[src/rtl/input_harness_sched_pkg.sv]
// Shared types and constants for the input-harness scheduler and its helpers.
package input_harness_pkg;

  localparam int DEF_WORD_W  = 8;
  localparam int DEF_N_PORTS = 4;
  localparam int DROPCNT_W   = 16;

  typedef enum logic [1:0] {
    IDLE  = 2'd0,
    ARB   = 2'd1,
    GRANT = 2'd2
  } sched_state_t;

endpackage

[src/rtl/input_harness_sched_rr_arbiter.sv]
// Combinational round-robin arbiter: picks the first requester at or above
// rr_ptr, wrapping around, and reports it as one-hot grant plus index.
module rr_arbiter #(
  parameter int N_PORTS = 4,
  parameter int PTR_W   = $clog2(N_PORTS)
) (
  input  logic [N_PORTS-1:0] port_req,
  input  logic [PTR_W-1:0]   rr_ptr,
  output logic [N_PORTS-1:0] grant,
  output logic [PTR_W-1:0]   grant_idx,
  output logic               any
);

  logic [PTR_W-1:0] idx_s;

  // Scan requesters starting at rr_ptr; the first hit wins.
  always_comb begin
    grant     = {N_PORTS{1'b0}};
    grant_idx = {PTR_W{1'b0}};
    any       = 1'b0;
    idx_s     = {PTR_W{1'b0}};
    for (int k = 0; k < N_PORTS; k++) begin
      idx_s = PTR_W'((int'(rr_ptr) + k) % N_PORTS);
      if (!any && port_req[idx_s]) begin
        grant[idx_s] = 1'b1;
        grant_idx    = idx_s;
        any          = 1'b1;
      end else begin
        any = any;
      end
    end
  end

endmodule

[src/rtl/input_harness_sched.sv]
// Input-harness scheduler: deserializes an LSB-first bit stream into words and
// hands each word to one requesting port via a locked round-robin grant.
// Optional drop counter enabled by defining INPUT_HARNESS_SCHED_DROPCNT_EN.
module input_harness_sched
  import input_harness_pkg::*;
#(
  parameter int WORD_W  = DEF_WORD_W,
  parameter int N_PORTS = DEF_N_PORTS
) (
  input  logic               fast_clk,
  input  logic               rst,
  input  logic               en,
  input  logic               in_bit,
  input  logic [N_PORTS-1:0] port_req,
  input  logic [N_PORTS-1:0] port_ready,
  output logic [N_PORTS-1:0] port_valid,
  output logic [WORD_W-1:0]  port_data,
  output logic               overflow,
  output logic               busy
`ifdef INPUT_HARNESS_SCHED_DROPCNT_EN
  ,
  output logic [DROPCNT_W-1:0] drop_count
`endif
);

  localparam int PTR_W = $clog2(N_PORTS);
  localparam int CNT_W = $clog2(WORD_W);

  logic [WORD_W-1:0]  shift_r;
  logic [CNT_W-1:0]   bit_cnt_r;
  logic [WORD_W-1:0]  buf_r;
  logic               buf_valid_r;
  logic [PTR_W-1:0]   rr_ptr_r;
  logic [PTR_W-1:0]   grant_idx_r;
  logic [N_PORTS-1:0] grant_r;
  logic               overflow_r;
  sched_state_t       state_r;

  logic [WORD_W-1:0]  word_s;
  logic               complete_s;
  logic               handshake_s;
  logic               accept_s;
  logic               drop_s;
  logic [PTR_W-1:0]   next_ptr_s;
  logic [N_PORTS-1:0] arb_grant_s;
  logic [PTR_W-1:0]   arb_idx_s;
  logic               arb_any_s;

  rr_arbiter #(
    .N_PORTS (N_PORTS),
    .PTR_W   (PTR_W)
  ) u_arb (
    .port_req  (port_req),
    .rr_ptr    (rr_ptr_r),
    .grant     (arb_grant_s),
    .grant_idx (arb_idx_s),
    .any       (arb_any_s)
  );

  // Word completion, handshake and buffer-accept decisions for this cycle.
  always_comb begin
    word_s      = {in_bit, shift_r[WORD_W-1:1]};
    complete_s  = en && (bit_cnt_r == CNT_W'(WORD_W - 1));
    handshake_s = (state_r == GRANT) && ((grant_r & port_ready) != {N_PORTS{1'b0}});
    // A word may replace the buffer in the same cycle the old one is taken.
    accept_s    = complete_s && (!buf_valid_r || handshake_s);
    drop_s      = complete_s && !accept_s;
    if (grant_idx_r == PTR_W'(N_PORTS - 1)) begin
      next_ptr_s = {PTR_W{1'b0}};
    end else begin
      next_ptr_s = grant_idx_r + PTR_W'(1);
    end
  end

  // Deserializer: shift LSB-first, never stalls regardless of buffer state.
  always_ff @(posedge fast_clk) begin
    if (rst) begin
      shift_r   <= {WORD_W{1'b0}};
      bit_cnt_r <= {CNT_W{1'b0}};
    end else if (en) begin
      shift_r <= word_s;
      if (complete_s) begin
        bit_cnt_r <= {CNT_W{1'b0}};
      end else begin
        bit_cnt_r <= bit_cnt_r + CNT_W'(1);
      end
    end else begin
      shift_r   <= shift_r;
      bit_cnt_r <= bit_cnt_r;
    end
  end

  // Scheduler FSM: buffer fill, arbitration, locked grant and sticky overflow.
  always_ff @(posedge fast_clk) begin
    if (rst) begin
      state_r     <= IDLE;
      buf_r       <= {WORD_W{1'b0}};
      buf_valid_r <= 1'b0;
      rr_ptr_r    <= {PTR_W{1'b0}};
      grant_r     <= {N_PORTS{1'b0}};
      grant_idx_r <= {PTR_W{1'b0}};
      overflow_r  <= 1'b0;
    end else begin
      if (drop_s) begin
        overflow_r <= 1'b1;
      end
      case (state_r)
        IDLE: begin
          if (accept_s) begin
            buf_r       <= word_s;
            buf_valid_r <= 1'b1;
            state_r     <= ARB;
          end
        end
        ARB: begin
          if (arb_any_s) begin
            grant_r     <= arb_grant_s;
            grant_idx_r <= arb_idx_s;
            state_r     <= GRANT;
          end
        end
        GRANT: begin
          // Grant stays locked until the granted port itself is ready.
          if (handshake_s) begin
            grant_r  <= {N_PORTS{1'b0}};
            rr_ptr_r <= next_ptr_s;
            if (accept_s) begin
              buf_r   <= word_s;
              state_r <= ARB;
            end else begin
              // Clearing the buffer keeps port_data at zero while idle.
              buf_r       <= {WORD_W{1'b0}};
              buf_valid_r <= 1'b0;
              state_r     <= IDLE;
            end
          end
        end
        default: begin
          state_r     <= IDLE;
          buf_r       <= {WORD_W{1'b0}};
          buf_valid_r <= 1'b0;
          grant_r     <= {N_PORTS{1'b0}};
        end
      endcase
    end
  end

`ifdef INPUT_HARNESS_SCHED_DROPCNT_EN
  logic [DROPCNT_W-1:0] drop_cnt_r;

  // Saturating count of dropped words.
  always_ff @(posedge fast_clk) begin
    if (rst) begin
      drop_cnt_r <= {DROPCNT_W{1'b0}};
    end else if (drop_s && (drop_cnt_r != {DROPCNT_W{1'b1}})) begin
      drop_cnt_r <= drop_cnt_r + DROPCNT_W'(1);
    end else begin
      drop_cnt_r <= drop_cnt_r;
    end
  end

  assign drop_count = drop_cnt_r;
`endif

  assign port_valid = grant_r;
  assign port_data  = buf_r;
  assign overflow   = overflow_r;
  assign busy       = buf_valid_r;

endmodule

[config.mk]
export PLATFORM = sky130hd
export DESIGN_NAME = input_harness_sched
export DESIGN_NICKNAME = d
export VERILOG_FILES = /design/src/rtl/input_harness_sched_pkg.sv /design/src/rtl/input_harness_sched_rr_arbiter.sv /design/src/rtl/input_harness_sched.sv
export SDC_FILE = /design/constraint.sdc
export NUM_CORES = 1
export LEC_CHECK = 0
export CORE_MARGIN = 5
export CORE_UTILIZATION = 50
export DETAILED_ROUTE_END_ITERATION = 10
export PLACE_DENSITY = 0.76
export SKIP_LAST_GASP = 1
export SLEW_MARGIN = 15
export SYNTH_ARGS = -nofsm -noshare
export SYNTH_HDL_FRONTEND = slang
export SYNTH_SLANG_ARGS = --single-unit
export TNS_END_PERCENT = 30
[constraint.sdc]
create_clock -name fast_clk -period 6.6 [get_ports fast_clk]
set_input_delay 1.98 -clock fast_clk [delete_from_list [all_inputs] [get_ports fast_clk]]
set_output_delay 1.98 -clock fast_clk [all_outputs]
set_load 0.01 [all_outputs]
== Word level (Yosys, flattened, before mapping) ==
Index checks and enable logic that the tools add are counted.
Word-level totals
  input port bits: 12
  bits in writable memories: 0
  word-level logic and storage cells: 107
  ROM bits: 0
  memories: 0
  register bits after elaboration: 31
  output and inout port bits: 14
  bits in latches: 0
Operators by class
  reduce and logical (&&, ||, !) cells: 25
  shifts and indexed selects: 0
  add/sub/neg operators: 5
  muxes and demuxes: 46
  div/mod/pow operators: 0
  multipliers: 0
  magnitude comparators: 8
  bitwise gates (word level): 6
  eq/ne operators: 8
Operators by type and width (count)
  $mux 4: 6
  $mux 8: 3
  $pmux 8 s3: 1
  $mux 1: 16
  $mux 2: 8
  $lt 2x3->1 const B: 4
  $or 4x4->4: 3
  $pmux 4 s3: 1
  $logic_and 1x1->1: 11
  $reduce_and 3->1: 3
  $bmux 1 s2: 4
  $demux 1 s2: 4
  $ge 2x1->1 const B: 4
  $ne 2x2->1 const B: 4
  $pmux 2 s3: 1
  $logic_not 1->1: 5
  $add 2x1->2 const B: 2
  $add 2x2->2 const B: 2
  $and 4x4->4: 1
  $eq 2x2->1 const B: 2
  $reduce_and 2->1: 2
  $reduce_and 4->1: 1
  $reduce_bool 4->1: 1
  $add 3x1->3 const B: 1
  7 further kinds: 8

== Longest topological paths before layout ==
Gate-level depths: netlist (run 1).
  depth in word-level cells: 14
  mapped depth: 9
  gate-level depth less buffers: 7

== Modules after synthesis ==
Synthesis (run 1) repeated with hierarchy kept, for this count alone.
Unflattened totals
  cell total of the unflattened synthesis: 201
  area total of the unflattened synthesis: 1841.8 um2
By module, submodules not included
  input_harness_sched: seq. area each 600.6 um2, times used 1, cells each 156, area each 1422.6 um2
  rr_arbiter: seq. area each 0.0 um2, times used 1, cells each 45, area each 419.2 um2

== Worst setup path before layout (run 1) ==
No wires, ideal clock.
  kind: input to register
  start: input port port_req[0]
  end: register grant_r[0] (netlist: port_valid[0])
  required time: 6.483 ns
  arrival time: 3.080 ns
  stages on the path: 6
  setup slack: 3.403 ns
  setup time: 0.117 ns
  path buffers: 1
  cells stage by stage: buf_6 mux4_1 nor2b_4 nand3_1 nand4_1 a32o_1
Between the ends
  word-level cells in the longest chain between the ends: 14
  elaborated cells between the ends (all ways): 29
  those cells by class: 1 x eq/ne; 18 x mux; 3 x bitwise; 7 x reduce/logical
RTL lines
  start, declared: RTL line input_harness_sched.sv:14  | input logic [N_PORTS-1:0] port_req,
  $bmux 1 s2: RTL line input_harness_sched_rr_arbiter.sv:24  | if (!any && port_req[idx_s]) begin
  $mux 1 (not written as such): RTL line input_harness_sched_rr_arbiter.sv:24
  $mux 1: RTL line input_harness_sched_rr_arbiter.sv:24
  $logic_not 1->1: RTL line input_harness_sched_rr_arbiter.sv:24
  $logic_and 1x1->1: RTL line input_harness_sched_rr_arbiter.sv:24
  $mux 1: RTL line input_harness_sched_rr_arbiter.sv:24
  $logic_not 1->1: RTL line input_harness_sched_rr_arbiter.sv:24
  $logic_and 1x1->1: RTL line input_harness_sched_rr_arbiter.sv:24
  $mux 1: RTL line input_harness_sched_rr_arbiter.sv:24
  $logic_not 1->1: RTL line input_harness_sched_rr_arbiter.sv:24
  $logic_and 1x1->1: RTL line input_harness_sched_rr_arbiter.sv:24
  $mux 4 / $mux 1 (equally long branches): RTL line input_harness_sched_rr_arbiter.sv:24
  $mux 4 / $ne 2x2->1 (equally long branches)
  $pmux 4 s3 / $reduce_and 3->1 (equally long branches)
  end signal, assigned: RTL line input_harness_sched.sv:100  | grant_r <= {N_PORTS{1'b0}};
  end signal, assigned: RTL line input_harness_sched.sv:117  | grant_r <= arb_grant_s;
  end signal, assigned: RTL line input_harness_sched.sv:125  | grant_r <= {N_PORTS{1'b0}};
  end, declared: RTL line input_harness_sched.sv:35  | logic [N_PORTS-1:0] grant_r;
Parallel ways exist; a longest one is shown, timed or not. The select of a mux whose other input is x is not followed.
A chain may end at the register's enable or synchronous reset.

== Final worst setup path (run 1) ==
  start: input port en
  end: register buf_r[1] (netlist: port_data[1])
Between the ends
  word-level cells in the longest chain between the ends: 5
  elaborated cells between the ends (all ways): 7
  those cells by class: 1 x eq/ne; 3 x mux; 3 x reduce/logical
RTL lines
  start, declared: RTL line input_harness_sched.sv:12  | input logic en,
  $logic_and 1x1->1 (*): RTL line input_harness_sched.sv:63  | complete_s = en && (bit_cnt_r == CNT_W'(WORD_W - 1));
  $logic_and 1x1->1 (*): RTL line input_harness_sched.sv:66  | accept_s = complete_s && (!buf_valid_r || handshake_s);
  $mux 8: RTL line input_harness_sched.sv:127  | if (accept_s) begin
  $mux 8: RTL line input_harness_sched.sv:124  | if (handshake_s) begin
  $pmux 8 s3: RTL line input_harness_sched.sv:107  | case (state_r)
  end signal, assigned: RTL line input_harness_sched.sv:110  | buf_r <= word_s;
  end signal, assigned: RTL line input_harness_sched.sv:128  | buf_r <= word_s;
  end signal, assigned: RTL line input_harness_sched.sv:132  | buf_r <= {WORD_W{1'b0}};
  end, declared: RTL line input_harness_sched.sv:31  | logic [WORD_W-1:0] buf_r;
Every way passes the cells marked *; elsewhere a longest branch is shown, timed or not. The select of a mux whose other input is x is not followed.

==> results of run 1 <==
power breakdown:
group	leakage (uW)	switching, uW	internal (uW)	total, uW
Sequential	0.000242	1.97	183	185
Clock	0.0000353	60.1	51.6	112
Combinational	0.000477	16.4	15.3	31.7
Total	0.000755	78.4	250	329
state kept, by name, summed over array words and instances (netlist names):
| signal | cells |
|---|---|
| rr_ptr_r | 2 |
| port_valid | 4 |
| bit_cnt_r | 3 |
| overflow | 1 |
| shift_r | 7 |
| state_r | 2 |
| grant_idx_r | 2 |
| busy | 1 |
| port_data | 8 |
per-stage QoR:
step	hold slack [ns]	cell area, um^2
global route	0.5073	1971
global placement	0.4592	1911
finish	0.4769	1971
floorplan	0.4400	1642
CTS	0.4786	1971
detailed placement	0.4646	1911
routing by layer:
metal | vias to the layer above | track usage (%) | share of wire, %
li1 | 723 | - | -
met1 | 691 | 20.33 | 45
met2 | 34 | 31.66 | 50
met3 | 3 | 5.158 | 4.0
met4 | 0 | 5.570 | 0.64
met5 | - | 0 | 0
cell type report:
cell class | count | share of cell area [%]
clock buffer | 7 | 2.794
clock inverter | 1 | 0.2540
inverter | 7 | 1.333
multi-input combinational | 141 | 49.27
sequential | 30 | 30.48
tap | 44 | 2.794
timing repair buffer | 26 | 13.08
placed cells by master, fill, tap and decap left out, drive strengths merged, types with 2 or more instances in the layout:
cell and count:
a211oi 6, a21oi 10, a22o 2, a22oi 10
clkbuf 7, clkdlybuf4s50 25, dfxtp 30, ha 10
inv 7, mux2i 14, mux4 2, nand2 13
nand2b 3, nand3 4, nand3b 3, nand4 3
nor2 33, o211ai 4, o21a 2, o21ai 8
logic make-up after synthesis:
family                   after synthesis
AO/OA/AOI/OAI                         50
adder cells (fa/ha/maj)               10
buffers and inverters                 15
flip-flops                            30
multiplexers                          17
AND/OR/NAND/NOR                       64
path summary, 6_finish.rpt:
| check | to | slack [ns] |
|---|---|---|
| min | grant_idx_r[1] | 0.48 |
| max reg2reg | grant_idx_r[0] | 4.03 |
| min reg2reg | grant_idx_r[1] | 0.48 |
| max | port_data[1] | 2.80 |
tightest hold or removal path, cell delays in order (launching register included):
cell and delay (ns):
dfxtp_1 0.32, nand2_1 0.06, a21oi_1 0.05
==> flow_metrics.py, run 1 <==
metrics = {
    "status": {
        "outcome": "finished clean",
    },
    "clock_network": {
        "cts_resized": 0,
        "cts_made_buffers": 5,
        "clkTransAtPathRegs_ns": 0.08,
        "cts.sinks": 30,
        "root_buffer": "clkbuf_4",
        "cts_tree": "built",
        "insertion_delay_ns": 0.32,
        "h-tree-depth": 2,
        "hold_buffers": 0,
        "postCtsSetupRepairBufs": 0,
        "ctsLongestPathBuffers": 2,
    },
    "synthesis": {
        "avgSynthCellArea_um2": 8.826,
        "synth_top_cell_area_share_pct": 36.59,
        "yosysSeqAreaShare_pct": 36.59,
        "async_reset_ff_share_pct": 0,
        "syn_area_um2": 1642,
        "synth_top_cells_by_area": "dfxtp_1 37%, mux2i_1 8.5%, ha_1 7.6%",
        "syn_inst": 186,
        "ys_seq_elements": 30,
        "synth_top_family_by_area": "compound AO/OA/AOI/OAI gates",
        "ys.flop_type": "dfxtp_1",
        "netlist_top_cells_count": "33 x nor2_1, 30 x dfxtp_1, 14 x mux2i_1",
        "yosysMostFrequentCell": "nor2_1",
        "yosysTopAreaCell": "dfxtp_1",
        "synth_fa_ha_area_share_pct": 7.622,
        "ys_types": 40,
        "yosys_warnings": 0,
        "synth_edf_count": 0,
        "muxShareOfSynthArea_pct": 12.42,
        "yosys.area_share.simple_pct": 17.68,
        "synth-compound-area-share_pct": 21.42,
        "synth_nets": 208,
        "synth-xor-area-share_pct": 0,
    },
    "sta": {
        "grt_setup_unrepaired": "no",
        "fmax_mhz": 262.9,
        "tns_ns": 0,
        "fin_skew_ns": 0.008946,
        "setup_ws_ns": 2.796,
        "timing.final.crit_share_pct": 57.63,
        "period_minus_slack_ns": 3.804,
        "relSlewSlack_pct": 53.60,
        "slew_violations": 0,
        "worst_pin_slew_ns": 0.6938,
        "finalSetupViolCount": 0,
        "hold_violations": 0,
    },
    "route": {
        "vias_per_cell": 5.668,
        "drtPass1Iterations": 4,
        "routed_wl_mm": 3.592,
        "drc": 0,
        "ant_nets": 0,
        "vias": 1451,
        "first_iter_violations": 72,
        "wl_per_cell_um": 14.03,
    },
    "global_routing": {
        "grt_max_degree": 29,
        "grt_pass1_vias": 1432,
        "antenna_found_initial": 0,
        "grt-ovfl-total": 0,
        "grt_pass1_wl_mm": 6.244,
        "grt_usage_pct": 17.77,
    },
    "floorplan": {
        "die_area_um2": 4529,
        "die_width_um": 67.30,
        "initial_core_util_pct": 52.90,
        "die_h_um": 67.30,
        "rows": 20,
        "ios": 26,
        "core_um2": 3103,
    },
    "setup_path": {
        "ff2ff_path_depth": 7,
        "timing.rr.start": "rr_ptr_r[0]",
        "cp_slowest_cell": "clkdlybuf4s50_1",
        "arrival_ns": 4.06,
        "cp_top_family": "buffers and inverters",
        "startpoint_type": "input pin",
        "worstSetupEndpointType": "flop",
        "critPathLaunch": "en",
        "critPathRequiredTime_ns": 6.85,
        "criticalPathCategory": "input pin to flop",
        "critPathMaxStageDelay_ns": 0.92,
        "critPathMaxFanout": 14,
        "worstPathBufferInverterCount": 1,
        "crit_cells": 5,
        "crit_chain": "clkdlybuf4s50_1, nand3b_1, a211oi_2, a22oi_1, nor2_1",
    },
    "place": {
        "gp_congestion": 0.8580,
        "port_buffers": 25,
        "pre_cts_slack_ns": 2.469,
        "placedCellCount": 248,
        "hpwl_mm": 2.701,
    },
    "power": {
        "leakage_uw": 0.0007551,
        "power_density_nw_per_um2": 166.8,
        "total_power_uw": 328.6,
        "irDropWorstVdd_mv": 0.1060,
    },
    "cells_and_area": {
        "antenna_cells": 0,
        "finalNonFillerCells": 256,
        "multiInputGateArea_um2": 970.9,
        "seq_area_um2": 600.6,
        "num-fill-cells": 297,
        "area_delta_synth_final_pct": 20.05,
        "drive_above_1_share_pct": 6.132,
        "final_util_pct": 63.51,
        "nets": 233,
    },
    "hold_path": {
        "worstHoldStart": "grant_idx_r[1]",
        "hold_path.class": "flop to flop",
        "hold_depth": 2,
    },
    "job": {
        "drv_cap": 0,
    },
}
No activity file was read; power rests on OpenSTA's default activity.
==> run 2, diff against run 1 <==
--- a/config.mk
+++ b/config.mk
@@ -6,7 +6,7 @@
 export NUM_CORES = 1
 export LEC_CHECK = 0
 export CORE_MARGIN = 5
-export CORE_UTILIZATION = 50
+export CORE_UTILIZATION = 48
 export DETAILED_ROUTE_END_ITERATION = 10
 export PLACE_DENSITY = 0.76
 export SKIP_LAST_GASP = 1
==> constraint.sdc (replaced) <==
create_clock -name fast_clk -period 3.2 [get_ports fast_clk]
set_input_delay 0.96 -clock fast_clk [delete_from_list [all_inputs] [get_ports fast_clk]]
set_output_delay 0.96 -clock fast_clk [all_outputs]
set_load 0.01 [all_outputs]
==> run 2 against run 1 <==
Against the previous run:
- design area up 3.1%
- first-iteration DRC count up 42%
- flip-flop and latch count unchanged
- hold slack better by 0.0030 ns
- global-route usage up 0.43 points
- core utilization down 2.6 points
- setup slack worse by 2.3 ns
- largest power group is now the clock network
==> flow_metrics.py, run 2 (synthesized netlist as in run 1, its figures left out) <==
metrics = {
    "sta": {
        "worst_pin_slew_ns": 0.6885,
        "fmax_mhz": 375.4,
        "grt_setup_unrepaired": "no",
        "slew_violations": 0,
        "hold_violations": 0,
        "period_minus_slack_ns": 2.664,
        "tns_ns": 0,
        "finalSetupViolCount": 0,
        "timing.final.crit_share_pct": 83.24,
        "fin_skew_ns": 0.008565,
        "relSlewSlack_pct": 54.02,
    },
    "floorplan": {
        "ios": 26,
        "die_width_um": 68.48,
        "rows": 21,
        "core_um2": 3337,
        "die_area_um2": 4690,
        "initial_core_util_pct": 49.19,
        "die_h_um": 68.48,
    },
    "job": {
        "drv_cap": 0,
    },
    "setup_path": {
        "critPathRequiredTime_ns": 3.43,
        "worstSetupEndpointType": "flop",
        "critPathMaxStageDelay_ns": 0.70,
        "arrival_ns": 2.89,
        "startpoint_type": "flop",
        "critPathMaxFanout": 15,
        "crit_chain": "inv_1, ha_1, mux2i_1, nor2_1, o21ai_0, nand4_1, a32o_1",
        "worstPathBufferInverterCount": 1,
        "cp_slowest_cell": "dfxtp_1",
        "cp_top_family": "flip-flops",
        "criticalPathCategory": "flop to flop",
    },
    "clock_network": {
        "root_buffer": "clkbuf_4",
        "h-tree-depth": 2,
        "clkTransAtPathRegs_ns": 0.10,
        "hold_buffers": 0,
        "insertion_delay_ns": 0.33,
        "cts_resized": 0,
        "cts.sinks": 30,
        "cts_made_buffers": 5,
        "ctsLongestPathBuffers": 2,
        "cts_tree": "built",
        "postCtsSetupRepairBufs": 0,
    },
    "power": {
        "p_sw_uw": 176.0,
        "p_int_uw": 674.9,
        "clockPowerShare_pct": 47.2,
        "switching_share_pct": 20.68,
        "power_density_nw_per_um2": 418.7,
        "p_seq_share_pct": 45.0,
        "leakage_uw": 0.0007831,
        "p_comb_share_pct": 7.8,
        "irDropWorstVdd_mv": 0.2652,
    },
    "cells_and_area": {
        "area_delta_synth_final_pct": 23.78,
        "antenna_cells": 0,
        "largest_reg_flops": 8,
        "drive_above_1_share_pct": 7.042,
        "nets": 234,
        "final_cell_mix": "33 x nor2_1, 30 x dfxtp_1, 25 x clkdlybuf4s50_1, 14 x mux2i_1, 13 x nand2_1",
        "final_common_cell": "nor2_1",
        "finalNonFillerCells": 259,
    },
    "status": {
        "outcome": "finished clean",
    },
    "global_routing": {
        "grt_pass1_wl_mm": 6.382,
        "antenna_found_initial": 0,
        "grt-ovfl-total": 0,
        "grt_max_degree": 25,
        "grt_pass1_vias": 1476,
        "grt_usage_pct": 18.20,
    },
    "route": {
        "wl_per_cell_um": 14.77,
        "vias_per_cell": 5.807,
        "vias": 1504,
        "routed_wl_mm": 3.826,
        "first_iter_violations": 102,
        "drc": 0,
        "ant_nets": 0,
        "drtPass1Iterations": 5,
    },
    "place": {
        "placedCellCount": 251,
        "gp_congestion": 0.9206,
        "hpwl_mm": 2.821,
        "port_buffers": 25,
    },
    "hold_path": {
        "hold_path.class": "flop to flop",
    },
}
run 2: changes by cell type in the layout (fill, tap and decap cells not counted), sizes merged:
cell,change
buf,+1
clkinv,-1
clkbuf,-1
bufinv,+2
run 2: cell type report:
| cell class | instances | area, um^2 |
|---|---|---|
| clock buffers | 6 | 51.30 |
| clock inverters | 2 | 60.06 |
| fillers | 298 | 1305 |
| inverters | 7 | 26.28 |
| multi-input cells | 141 | 970.9 |
| flip-flops and latches | 30 | 600.6 |
| well taps | 46 | 57.56 |
| repair buffers | 27 | 265.3 |
run 2: routing by layer:
metal | up-vias | GRT usage (%) | part of all wire [%]
li1 | 729 | - | -
met3 | 14 | 4.433 | 4.9
met5 | - | 0 | 0
met4 | 0 | 8.685 | 2.7
met2 | 43 | 31.59 | 49
met1 | 718 | 20.64 | 43
run 2: per-stage QoR:
step / util [%] / instance area, um^2 / total power (uW) / worst slack [ns] / hold WS, ns
2_1_floorplan: - / 1642 / 430.6 / 1.023 / 0.4400
3_3_place_gp: 57.56 / 1921 / 454.3 / 0.4669 / 0.4613
3_5_place_dp: 57.56 / 1921 / 457.1 / 0.3531 / 0.4701
4_1_cts: 60.89 / 2032 / 857.0 / 0.5933 / 0.4831
5_1_grt: 60.89 / 2032 / 883.7 / 0.3063 / 0.5014
6_report: 60.89 / 2032 / 850.9 / 0.5362 / 0.4799
run 2: worst reg2reg max path: cells and delay by family, from the launching register on:
| family | cells | cell delay [ns] |
|---|---|---|
| compound gates | 2 | 0.53 |
| fa+ha+maj | 1 | 0.49 |
| buf+inv | 1 | 0.30 |
| flops | 1 | 0.70 |
| mux | 1 | 0.30 |
| simple gates | 2 | 0.25 |
run 2: path summary, 6_finish.rpt:
kind	endpoint	start	slack, ns	depth (start not counted)
max	port_valid[0]	rr_ptr_r[0]	0.54	7
min	grant_idx_r[1]	grant_idx_r[1]	0.48	2
max reg2reg	port_valid[0]	rr_ptr_r[0]	0.54	7
min reg2reg	grant_idx_r[1]	grant_idx_r[1]	0.48	2
run 2: power by group through the flow:
stage | Sequential, uW | Clock [uW] | Combinational [uW]
floorplan | 390 | 0 | 40.2
global placement | 391 | 0 | 63.5
detailed placement | 391 | 0 | 65.9
CTS | 383 | 408 | 66.0
global route | 384 | 426 | 73.6
finish | 383 | 402 | 66.5
==> run 3, diff against run 2 <==
==> constraint.sdc (replaced) <==
create_clock -name fast_clk -period 2.2 [get_ports fast_clk]
set_input_delay 0.66 -clock fast_clk [delete_from_list [all_inputs] [get_ports fast_clk]]
set_output_delay 0.66 -clock fast_clk [all_outputs]
set_load 0.01 [all_outputs]
==> run 3 against run 2 <==
Against the previous run:
- clock-buffer cell count unchanged
- hold slack worse by 0.011 ns
- core utilization up 3.4 points
- combinational power up 65%
- first-iteration DRC count up 21%
- register-to-register slack worse by 0.37 ns
- critical path type is now input pin to flop
- highest routed layer unchanged
==> flow_metrics.py, run 3 (synthesized netlist as in run 1, its figures left out) <==
metrics = {
    "cells_and_area": {
        "area_delta_synth_final_pct": 30.79,
        "seq_area_um2": 600.6,
        "largest_reg_flops": 8,
        "final_cell_mix": "33 x nor2_1, 30 x dfxtp_1, 25 x clkdlybuf4s50_1, 20 x buf_4",
        "final_common_cell": "nor2_1",
        "finalNonFillerCells": 276,
        "multiInputGateArea_um2": 980.9,
        "drive_above_1_share_pct": 14.78,
        "nets": 252,
        "num-fill-cells": 300,
        "final_area_um2": 2147,
        "antenna_cells": 0,
    },
    "sta": {
        "grt_setup_unrepaired": "yes",
        "hold_ws_ns": 0.4692,
        "timing.final.crit_share_pct": 98.42,
        "period_minus_slack_ns": 2.165,
        "slew_violations": 0,
        "worst_pin_slew_ns": 0.6465,
        "fin_skew_ns": 0.007330,
        "finalSetupViolCount": 0,
        "hold_violations": 0,
        "relSlewSlack_pct": 56.82,
        "fmax_mhz": 461.9,
    },
    "power": {
        "power_density_nw_per_um2": 514.8,
        "irDropWorstVdd_mv": 0.4609,
        "leakage_uw": 0.0008586,
    },
    "floorplan": {
        "die_area_um2": 4690,
        "rows": 21,
        "die_width_um": 68.48,
        "core_um2": 3337,
        "ios": 26,
        "initial_core_util_pct": 49.19,
        "die_h_um": 68.48,
    },
    "route": {
        "wl_met3_um": 210,
        "vias": 1531,
        "ant_nets": 0,
        "drc": 0,
        "routed_wl_mm": 4.004,
        "first_iter_violations": 123,
        "wl_met2_mm": 2.035,
        "routed.top_layer": "met4",
        "wl_per_cell_um": 14.51,
        "vias_per_cell": 5.547,
        "met1Wirelength_mm": 1.726,
        "drtPass1Iterations": 4,
    },
    "setup_path": {
        "criticalPathCategory": "input pin to flop",
        "worstSetupEndpointType": "flop",
        "critPathMaxFanout": 5,
        "arrival_ns": 2.40,
        "startpoint_type": "input pin",
        "critPathRequiredTime_ns": 2.43,
    },
    "place": {
        "place_area_um2": 2041,
        "port_buffers": 25,
        "hpwl_mm": 3.001,
        "placedCellCount": 267,
        "gp_congestion": 0.9143,
    },
    "global_routing": {
        "grt_usage_pct": 19.15,
        "grt_pass1_vias": 1475,
        "grt_max_degree": 26,
        "antenna_found_initial": 0,
        "grt-ovfl-total": 0,
        "grt_pass1_wl_mm": 6.748,
    },
    "clock_network": {
        "cts_tree": "built",
        "insertion_delay_ns": 0.32,
        "h-tree-depth": 2,
        "cts_made_buffers": 5,
        "cts.sinks": 30,
        "ctsLongestPathBuffers": 2,
        "clkTransAtPathRegs_ns": 0.09,
        "root_buffer": "clkbuf_4",
        "hold_buffers": 0,
    },
    "job": {
        "drv_cap": 0,
    },
    "hold_path": {
        "hold_path.class": "flop to flop",
    },
    "status": {
        "outcome": "finished clean",
    },
}
==> run 3: cell types whose count changed in the layout (fill, tap and decap cells not counted) <==
cell / delta
nor4_2: +1
nor4_1: -1
mux2i_1: -1
bufinv_16: -1
buf_4: +18
mux2i_2: +1
==> run 3: path summary, 6_finish.rpt <==
path	startpoint	to	slack [ns]	cells past startpoint
hold / removal	grant_idx_r[1]	grant_idx_r[1]	0.47	2
setup reg to reg	rr_ptr_r[1]	port_valid[1]	0.17	8
hold reg to reg	grant_idx_r[1]	grant_idx_r[1]	0.47	2
setup / recovery	port_req[3]	grant_idx_r[0]	0.03	7
==> run 3: power breakdown <==
group	switching [uW]	total, uW	internal (uW)
registers	6.17	556	550
clock network	175	440	264
logic	54.4	110	55.1
==> run 3: critical path, stage by stage <==
cell             delay, ns
clkdlybuf4s50_1       0.49
buf_4                 0.18
mux2i_2               0.25
mux2i_1               0.19
a211oi_2              0.32
a211oi_1              0.08
a211oi_1              0.23
==> run 3: final cells by class <==
| class | instances | area share [%] |
|---|---|---|
| well taps | 46 | 2.681 |
| multi-input cells | 141 | 45.69 |
| clock buffers | 6 | 2.389 |
| repair buffers | 45 | 18.65 |
| flip-flops and latches | 30 | 27.97 |
| clock inverters | 1 | 1.399 |
| inverters | 7 | 1.224 |
==> run 3: through the flow <==
step / total power (uW) / utilization, % / setup slack, ns / TNS [ns]
CTS: 1114 / 63.59 / 0.03428 / 0
global route: 1158 / 64.34 / -0.02258 / -0.04929
floorplan: 626.4 / - / 0.06860 / 0
detailed placement: 675.6 / 61.15 / -0.2935 / -2.753
global placement: 668.9 / 61.15 / -0.2730 / -1.889
finish: 1105 / 64.34 / 0.03483 / 0
==> run 3: what timing repair did <==
item	CTS	global route
hold endpoints to repair	0	0
gates resized for setup	0	2
buffers inserted	0	2
setup endpoints to repair	0	4
==> run 3: per-layer routing <==
layer / track usage (%) / up-vias
li1: - / 766
met1: 22.42 / 719
met2: 31.82 / 40
met3: 6.732 / 6
met4: 7.196 / 0
met5: 0 / -
